--- src/rtl/syn_ps_pkg.sv ---
// syn_ps_pkg: shared types and widths for the syn_ps_elastic pipeline stage.
package syn_ps_pkg;

    typedef enum logic [1:0] {
        EMPTY = 2'd0,
        BUSY  = 2'd1,
        FULL  = 2'd2
    } ps_state_e;

    localparam int PS_LEVEL_W    = 2;
    localparam int PS_PERF_CNT_W = 32;

endpackage

--- src/rtl/syn_ps_elastic_perf_cnt.sv ---
// syn_ps_perf_cnt: saturating up-counter adding a small increment each cycle.
module syn_ps_perf_cnt
    import syn_ps_pkg::*;
#(
    parameter int W     = PS_PERF_CNT_W,
    parameter int INC_W = 2
) (
    input  logic             clk,
    input  logic             rst_n,
    input  logic [INC_W-1:0] inc,
    output logic [W-1:0]     cnt
);

    logic [W-1:0] cnt_q, cnt_d;
    logic [W:0]   sum;

    always_comb begin
        sum   = {1'b0, cnt_q} + (W+1)'(inc);
        cnt_d = sum[W] ? '1 : sum[W-1:0];
    end

    always_ff @(posedge clk or negedge rst_n) begin
        if (!rst_n) cnt_q <= '0;
        else        cnt_q <= cnt_d;
    end

    assign cnt = cnt_q;

endmodule

--- src/rtl/syn_ps_elastic.sv ---
// syn_ps_elastic: valid/ready pipeline stage with a main + skid register pair.
// Optional perf counters are built when SYN_PS_PERF_CNT_EN is defined.
module syn_ps_elastic
    import syn_ps_pkg::*;
#(
    parameter int DATA_W        = 32,
    parameter int ZERO_ON_CLEAR = 1
) (
    input  logic                     clk,
    input  logic                     rst_n,
    input  logic                     clear,
    input  logic                     in_valid,
    output logic                     in_ready,
    input  logic [DATA_W-1:0]        in_data,
    output logic                     out_valid,
    input  logic                     out_ready,
    output logic [DATA_W-1:0]        out_data,
    output logic [PS_LEVEL_W-1:0]    level
`ifdef SYN_PS_PERF_CNT_EN
    ,
    output logic [PS_PERF_CNT_W-1:0] perf_stall_cnt,
    output logic [PS_PERF_CNT_W-1:0] perf_drop_cnt
`endif
);

    ps_state_e                 state_q, state_d;
    logic                      in_ready_q, out_valid_q;
    logic [PS_LEVEL_W-1:0]     level_q;
    logic [DATA_W-1:0]         main_q, main_d, skid_q, skid_d;
    logic                      in_fire, out_fire, load_main, load_skid, move_skid;

    always_comb begin
        in_fire   = in_valid & in_ready_q;
        out_fire  = out_valid_q & out_ready;
        load_main = in_fire & ((state_q == EMPTY) | ((state_q == BUSY) & out_fire));
        load_skid = in_fire & (state_q == BUSY) & !out_fire;
        move_skid = (state_q == FULL) & out_fire;
        state_d   = clear                ? EMPTY :
                    (state_q == EMPTY)   ? (in_fire ? BUSY : EMPTY) :
                    (state_q == BUSY)    ? (load_skid ? FULL : (!in_fire & out_fire) ? EMPTY : BUSY) :
                                           (out_fire ? BUSY : FULL);
        main_d    = clear     ? ((ZERO_ON_CLEAR != 0) ? '0 : main_q) :
                    load_main ? in_data :
                    move_skid ? skid_q : main_q;
        skid_d    = clear     ? ((ZERO_ON_CLEAR != 0) ? '0 : skid_q) :
                    load_skid ? in_data : skid_q;
    end

    // Handshake outputs are decoded from the next state so they leave the flop directly.
    always_ff @(posedge clk or negedge rst_n) begin
        if (!rst_n) begin
            state_q     <= EMPTY;
            in_ready_q  <= 1'b1;
            out_valid_q <= 1'b0;
            level_q     <= '0;
            main_q      <= '0;
            skid_q      <= '0;
        end else begin
            state_q     <= state_d;
            in_ready_q  <= state_d != FULL;
            out_valid_q <= state_d != EMPTY;
            level_q     <= (state_d == FULL) ? 2'd2 : (state_d == BUSY) ? 2'd1 : 2'd0;
            main_q      <= main_d;
            skid_q      <= skid_d;
        end
    end

    assign in_ready  = in_ready_q;
    assign out_valid = out_valid_q;
    assign out_data  = main_q;
    assign level     = level_q;

`ifdef SYN_PS_PERF_CNT_EN
    logic [1:0] stall_inc, drop_inc;

    // A beat leaving downstream on the flush cycle was delivered, not dropped.
    always_comb begin
        stall_inc = {1'b0, out_valid_q & !out_ready & !clear};
        drop_inc  = clear ? (level_q + {1'b0, in_fire} - {1'b0, out_fire}) : 2'd0;
    end

    syn_ps_perf_cnt #(.W(PS_PERF_CNT_W), .INC_W(2)) u_stall (
        .clk   (clk),
        .rst_n (rst_n),
        .inc   (stall_inc),
        .cnt   (perf_stall_cnt)
    );

    syn_ps_perf_cnt #(.W(PS_PERF_CNT_W), .INC_W(2)) u_drop (
        .clk   (clk),
        .rst_n (rst_n),
        .inc   (drop_inc),
        .cnt   (perf_drop_cnt)
    );
`endif

endmodule

--- config.mk ---
export PLATFORM = sky130hd
export DESIGN_NAME = syn_ps_elastic
export DESIGN_NICKNAME = d
export VERILOG_FILES = /design/src/rtl/syn_ps_pkg.sv /design/src/rtl/syn_ps_elastic_perf_cnt.sv /design/src/rtl/syn_ps_elastic.sv
export SDC_FILE = /design/constraint.sdc
export NUM_CORES = 1
export LEC_CHECK = 0
export ABC_AREA = 1
export BUFFER_PORTS_ARGS = -buffer_cell sky130_fd_sc_hd__buf_2
export CORE_MARGIN = 5
export CORE_UTILIZATION = 50
export CTS_CLUSTER_DIAMETER = 40
export DETAILED_ROUTE_END_ITERATION = 6
export HOLD_SLACK_MARGIN = 0.1
export PLACE_DENSITY = 0.84
export SLEW_MARGIN = 20
export SYNTH_ARGS = -nofsm -noshare
export SYNTH_HDL_FRONTEND = slang
export SYNTH_HIERARCHICAL = 1
export SYNTH_SLANG_ARGS = --single-unit
--- constraint.sdc ---
create_clock -name clk -period 2.1 [get_ports clk]
set_clock_uncertainty 0.15 [all_clocks]
set_input_delay 0.42 -clock clk [delete_from_list [all_inputs] [get_ports clk]]
set_output_delay 0.42 -clock clk [all_outputs]
set_load 0.01 [all_outputs]
# ---- After elaboration in Yosys (flattened, before gate mapping)
# Index checks and enable logic that the tools add are counted.
dict set report totals {
  output_inout_bits 36
  ff_bits 70
  ramBits 0
  word_cells 40
  inputBits 37
  memories 0
  rom_bits 0
  latch_bits 0
}
dict set report op_classes {
  reduce_logical 6
  mul 0
  n_eq_ne 5
  addsub 0
  n_div 0
  n_shift 0
  muxes 14
  n_bitwise 9
  n_lt_le_gt_ge 0
}
# operator n
set ops {}
lappend ops {{32-bit 2-to-1 mux} 5}
lappend ops {{2-bit 2-to-1 mux} 6}
lappend ops {{1-bit AND} 8}
lappend ops {{2-bit by 1-bit == test with 1-bit output, second input constant} 2}
lappend ops {{2-bit == test, second input constant} 2}
lappend ops {{2-bit nonzero test} 2}
lappend ops {{1-bit 2-to-1 mux} 3}
lappend ops {{3-bit nonzero test} 1}
lappend ops {{1-bit logical NOT} 2}
lappend ops {{2-bit logical NOT} 1}
lappend ops {{2-bit inequality test, second input constant} 1}
lappend ops {{1-bit bitwise OR} 1}

# ---- Longest topological paths before layout
dict set report logic_depth {
  word_depth 11
  mapped_depth 9
  ltp_nobuf 7
}

# ---- Worst setup path before layout
# Ideal clock, no wire load.
dict set report synth_timing {
  path_kind {flip-flop to flip-flop}
  startpoint {register in_ready_q, in the netlist in_ready}
  endpoint {register main_q[23], in the netlist out_data[23]}
  synth_period_minus_slack_ns 1.642
  stages_incl_launch_ff 10
  setup_ns 0.117
  path_buffers 2
  path_slack_ns 0.458
  arrival_ns 1.375
  required_time_ns 1.833
  path_cell_list {dfstp_2 -> nand2_1 -> nor2_4 -> nand2_2 -> buf_4 -> buf_6 -> nand2_1 -> nand2_1 -> nand2_1 -> nand2_1}
}
dict set report synth_via {
  elab_chain_cells 4
  word_cells_on_any_way 5
  cone_classes {2 x mux; 2 x bitwise; 1 x reduce/logical}
}
# item line_no
set synth_rtl {}
lappend synth_rtl {{start: declaration} syn_ps_elastic.sv:27} ;# logic in_ready_q, out_valid_q;
lappend synth_rtl {{start signal: assignment} syn_ps_elastic.sv:53} ;# in_ready_q <= 1'b1;
lappend synth_rtl {{start signal: assignment} syn_ps_elastic.sv:60} ;# in_ready_q <= state_d != FULL;
lappend synth_rtl {{1-bit AND (*)} syn_ps_elastic.sv:33} ;# in_fire = in_valid & in_ready_q;
lappend synth_rtl {{1-bit AND (*)} syn_ps_elastic.sv:35} ;# load_main = in_fire & ((state_q == EMPTY) | ((state_q == BUSY) & out_fire));
lappend synth_rtl {{32-bit 2-to-1 mux} syn_ps_elastic.sv:43} ;# load_main ? in_data :
lappend synth_rtl {{32-bit 2-to-1 mux} syn_ps_elastic.sv:42} ;# main_d = clear ? ((ZERO_ON_CLEAR != 0) ? '0 : main_q) :
lappend synth_rtl {{end signal: assignment} syn_ps_elastic.sv:63} ;# main_q <= main_d;
lappend synth_rtl {{end: declaration} syn_ps_elastic.sv:29} ;# logic [DATA_W-1:0] main_q, main_d, skid_q, skid_d;
# Mark *: on every way between the ends. The rest lies on a longest branch, timed or not.
# A chain may end at the register's enable or synchronous reset.

# ---- Worst setup path after layout
dict set report layout_timing {
  startpoint {register in_ready_q, in the netlist in_ready}
  endpoint {register skid_q[18]}
}
dict set report layout_via {
  elab_chain_cells 4
}
# item line_no
set layout_rtl {}
lappend layout_rtl {{1-bit AND} syn_ps_elastic.sv:33}
lappend layout_rtl {{1-bit AND (2 in series)} syn_ps_elastic.sv:36} ;# load_skid = in_fire & (state_q == BUSY) & !out_fire;
lappend layout_rtl {{2-bit nonzero test (no source line)} --}
lappend layout_rtl {{end signal: assignment} syn_ps_elastic.sv:64} ;# skid_q <= skid_d;
lappend layout_rtl {{end: declaration} syn_ps_elastic.sv:29}
# Every way passes these cells.

==> summary.txt <==
Min path
  • Start point of the worst min-delay path: in_data[24]
  • Type of the tightest min-delay check: input port to flip-flop

CTS
  • Gates resized, CTS repair: 0
  • Number of H-tree levels: 3
  • Clock-pin slew on the worst setup and hold paths: 70 ps
  • TritonCTS buffer count: 9
  • Post CTS Setup Buffer Count: 0
  • CTS Root Buffer Type: sky130_fd_sc_hd__clkbuf_8
  • Cts hold-fix bufs: 1
  • Number of buffers on the longest clock path: 2
  • Clock tree from TritonCTS: built
  • Num Clock Sinks: 70
  • Insertion delay to the later sink of the worst-skew pair: 350 ps

Floorplanning
  • Die boundary width: 90.7 µm
  • Vertical die dimension: 90.7 µm
  • I/O pin count: 73
  • CORE AREA: 6350 µm²
  • Starting utilization of the core area: 0.512
  • Rows: 29
  • Die Outline Area: 8220 µm²

Placed design
  • Post-detailed-placement half-perimeter wirelength: 5020 µm
  • Number of placed instances with taps included: 542
  • Final weighted congestion of routability-driven global placement: 0.799
  • Number of port buffers: 72

Routing
  • Routed vias: 2909
  • DRT Pass-1 Iters: 5
  • Via density per instance: 5.20
  • Number of routed nets with antenna violations: 0
  • Final routed DRC violation total: 0
  • Drt wl/cell: 13.9 µm
  • Total length of routed wires: 7780 µm
  • 1st-iter DRT viols: 323

Global routing
  • Initial antenna violation count: 0
  • Global routing usage summed across all routing layers: 0.204
  • Via count of the first global-routing pass: 2867
  • Pin count of the biggest net entering global routing: 53
  • Wire length of the first global-routing pass: 13700 µm
  • Total gr overflow: 0

Logic synthesis
  • Fraction of post-synthesis cell area in the top cell type by area: 0.531
  • Cell accounting for the most synthesized area: sky130_fd_sc_hd__dfrtp_1
  • Portion of the post-synthesis area used by sequential elements: 0.539
  • Mean area per synthesized cell: 7.92 µm²
  • Most area-consuming cells after synthesis: sky130_fd_sc_hd__dfrtp_1 (53%), sky130_fd_sc_hd__nand2_1 (27%), sky130_fd_sc_hd__nand4_1 (6.2%)
  • Cell area after synthesis: 3250 µm²
  • Flip-flop and latch count after synthesis: 70
  • Syn Inst Count: 411
  • Number of synthesis warnings: 6
  • Number of distinct library cells after synthesis: 20
  • Total nets after synthesis: 448

Worst setup path
  • Crit path DAT: 1940 ps
  • Critical path startpoint category: flip-flop
  • Highest cell delay on the worst timing path: 530 ps
  • CP Cell Sequence: nand2_1, nor2_4, buf_4, nand2_1, nor2_2, buf_12, nand2_1, nand2_1
  • Worst endpoint required time: 2240 ps
  • Element type at the critical path end: flip-flop
  • Maximum fanout along the worst path: 32
  • Worst path bufs/invs: 2
  • Critical path start-end classification: flip-flop to flip-flop
  • Most repeated library cell on the critical path: sky130_fd_sc_hd__nand2_1
  • Worst setup path startpoint: in_ready
  • Worst-path cell with the longest stage delay: sky130_fd_sc_hd__dfstp_2
  • Dominant delay contributor by cell family on the critical path: simple AND/OR/NAND/NOR gates
  • RR Startpoint: in_ready

Power
  • Internal power: 0.00234 W
  • Leak: 2.34 nW
  • Net switching component of the power: 0.000837 W
  • Power density cells: 816 nW/µm²
  • Largest voltage drop on the vdd net: 0.434 mV
  • Clk pwr share: 0.396
  • Sw Ratio: 0.264
  • Share of power burned in registers: 0.459
  • Share of power burned in combinational logic: 0.145

Finish
  • Fraction of layout cells with a size suffix above 1: 0.222
  • Synth-to-Final Area Change: 19.5%
  • Post-route insts no fill: 559
  • Fin nets: 514
  • Diode count: 0
  • Layout fillers: 553

Timing
  • Number of endpoints failing setup at the final stage: 0
  • Max_slew headroom: 0.612
  • Setup repair after global routing missed its margin: false
  • Max Clk Rate: 554 MHz
  • Transition time at the pin with the least slew margin: 581 ps
  • Final hold viol count: 0
  • Number of slew-limit violations in the final report: 0
  • Total negative slack for setup checks: 0 ps
  • Final critical-path required period: 1810 ps
  • Tcrit/Tclk final: 0.860

Run
  • Count of max-cap constraint violations: 0

Status
  • Status: complete, no violations
state kept, by name, summed over array words and instances (netlist names):
name / flops
in_ready: 1
skid_q: 32
state_q: 2
out_data: 32
level: 2
out_valid: 1
worst reg2reg max path: stages, from the launching register on:
cell                      delay [ps]
sky130_fd_sc_hd__dfstp_2         530
sky130_fd_sc_hd__nand2_1         120
sky130_fd_sc_hd__nor2_4          140
sky130_fd_sc_hd__buf_4           240
sky130_fd_sc_hd__nand2_1          90
sky130_fd_sc_hd__nor2_2          130
sky130_fd_sc_hd__buf_12          200
sky130_fd_sc_hd__nand2_1          90
sky130_fd_sc_hd__nand2_1          70
cells by family after synthesis:
logic type / Yosys count / share of synthesized area
compound gates: 4 / 0.0108
buf+inv: 34 / 0.0585
flops: 70 / 0.539
simple gates: 303 / 0.392
cells in the mapped netlist, drive strengths merged:
cell    number
clkbuf      10
nor2         5
dfstp        1
dfrtp       69
o21ai        1
nand4       32
a21oi        3
inv          6
nand2      232
nand3       32
nor3         2
buf         18
routing by layer:
metal | wire length (µm) | track usage
met5 | 0 | 0
met4 | 131 | 0.0794
met3 | 596 | 0.0567
met2 | 3550 | 0.297
met1 | 3500 | 0.289
stage by stage:
| step | cell area (µm²) | setup WS (ps) | power, W | utilization | hold slack (ps) |
|---|---|---|---|---|---|
| 2_1_floorplan | 3250 | 458 | 0.00177 | - | -25.6 |
| 3_3_place_gp | 3640 | 337 | 0.00193 | 0.574 | 163 |
| 3_5_place_dp | 3640 | 312 | 0.00194 | 0.574 | 168 |
| 4_1_cts | 3890 | 312 | 0.00320 | 0.612 | 121 |
| 5_1_grt | 3890 | 192 | 0.00334 | 0.612 | 130 |
| 6_report | 3890 | 294 | 0.00317 | 0.612 | 131 |
cells in the final DEF, fill, tap and decap left out:
cell,instances
sky130_fd_sc_hd__a21oi_1,1
sky130_fd_sc_hd__a21oi_2,1
sky130_fd_sc_hd__a21oi_4,1
sky130_fd_sc_hd__buf_12,2
sky130_fd_sc_hd__buf_2,71
sky130_fd_sc_hd__buf_4,9
sky130_fd_sc_hd__bufinv_16,2
sky130_fd_sc_hd__clkbuf_1,1
sky130_fd_sc_hd__clkbuf_8,12
sky130_fd_sc_hd__clkinv_2,1
sky130_fd_sc_hd__dfrtp_1,69
sky130_fd_sc_hd__dfstp_2,1
sky130_fd_sc_hd__dlygate4sd3_1,1
sky130_fd_sc_hd__inv_1,3
sky130_fd_sc_hd__inv_2,3
sky130_fd_sc_hd__nand2_1,230
sky130_fd_sc_hd__nand2_2,2
sky130_fd_sc_hd__nand3_1,32
sky130_fd_sc_hd__nand4_1,32
sky130_fd_sc_hd__nor2_1,3
sky130_fd_sc_hd__nor2_2,1
sky130_fd_sc_hd__nor2_4,1
sky130_fd_sc_hd__nor3_1,2
sky130_fd_sc_hd__o21ai_0,1
cell type report:
type / count / area (µm²) / share of cell area
Tap cell: 77 / 96.3 / 0.0248
Multi-Input combinational cell: 307 / 1310 / 0.337
Timing Repair Buffer: 83 / 473 / 0.122
Clock buffer: 13 / 169 / 0.0434
Inverter: 6 / 22.5 / 0.00579
Clock inverter: 3 / 65.1 / 0.0167
Sequential cell: 70 / 1750 / 0.451
final timing paths:
path / to / slack (ps) / cells past startpoint
hold / removal: skid_q[24] / 130 / 3
max in group asynchronous: out_data[14] / 910 / 3
hold reg to reg: skid_q[10] / 320 / 2
setup reg to reg: skid_q[18] / 290 / 8
min in group asynchronous: state_q[1] / 340 / 2
setup / recovery: skid_q[18] / 290 / 8
power groups by stage:
stage	Clock (W)	Combinational, W	Sequential (W)
2_1_floorplan	0	0.000275	0.00150
3_3_place_gp	0	0.000449	0.00148
3_5_place_dp	0	0.000460	0.00148
4_1_cts	0.00128	0.000464	0.00146
5_1_grt	0.00135	0.000523	0.00147
6_report	0.00126	0.000460	0.00146
No activity file was read; power rests on OpenSTA's default activity.
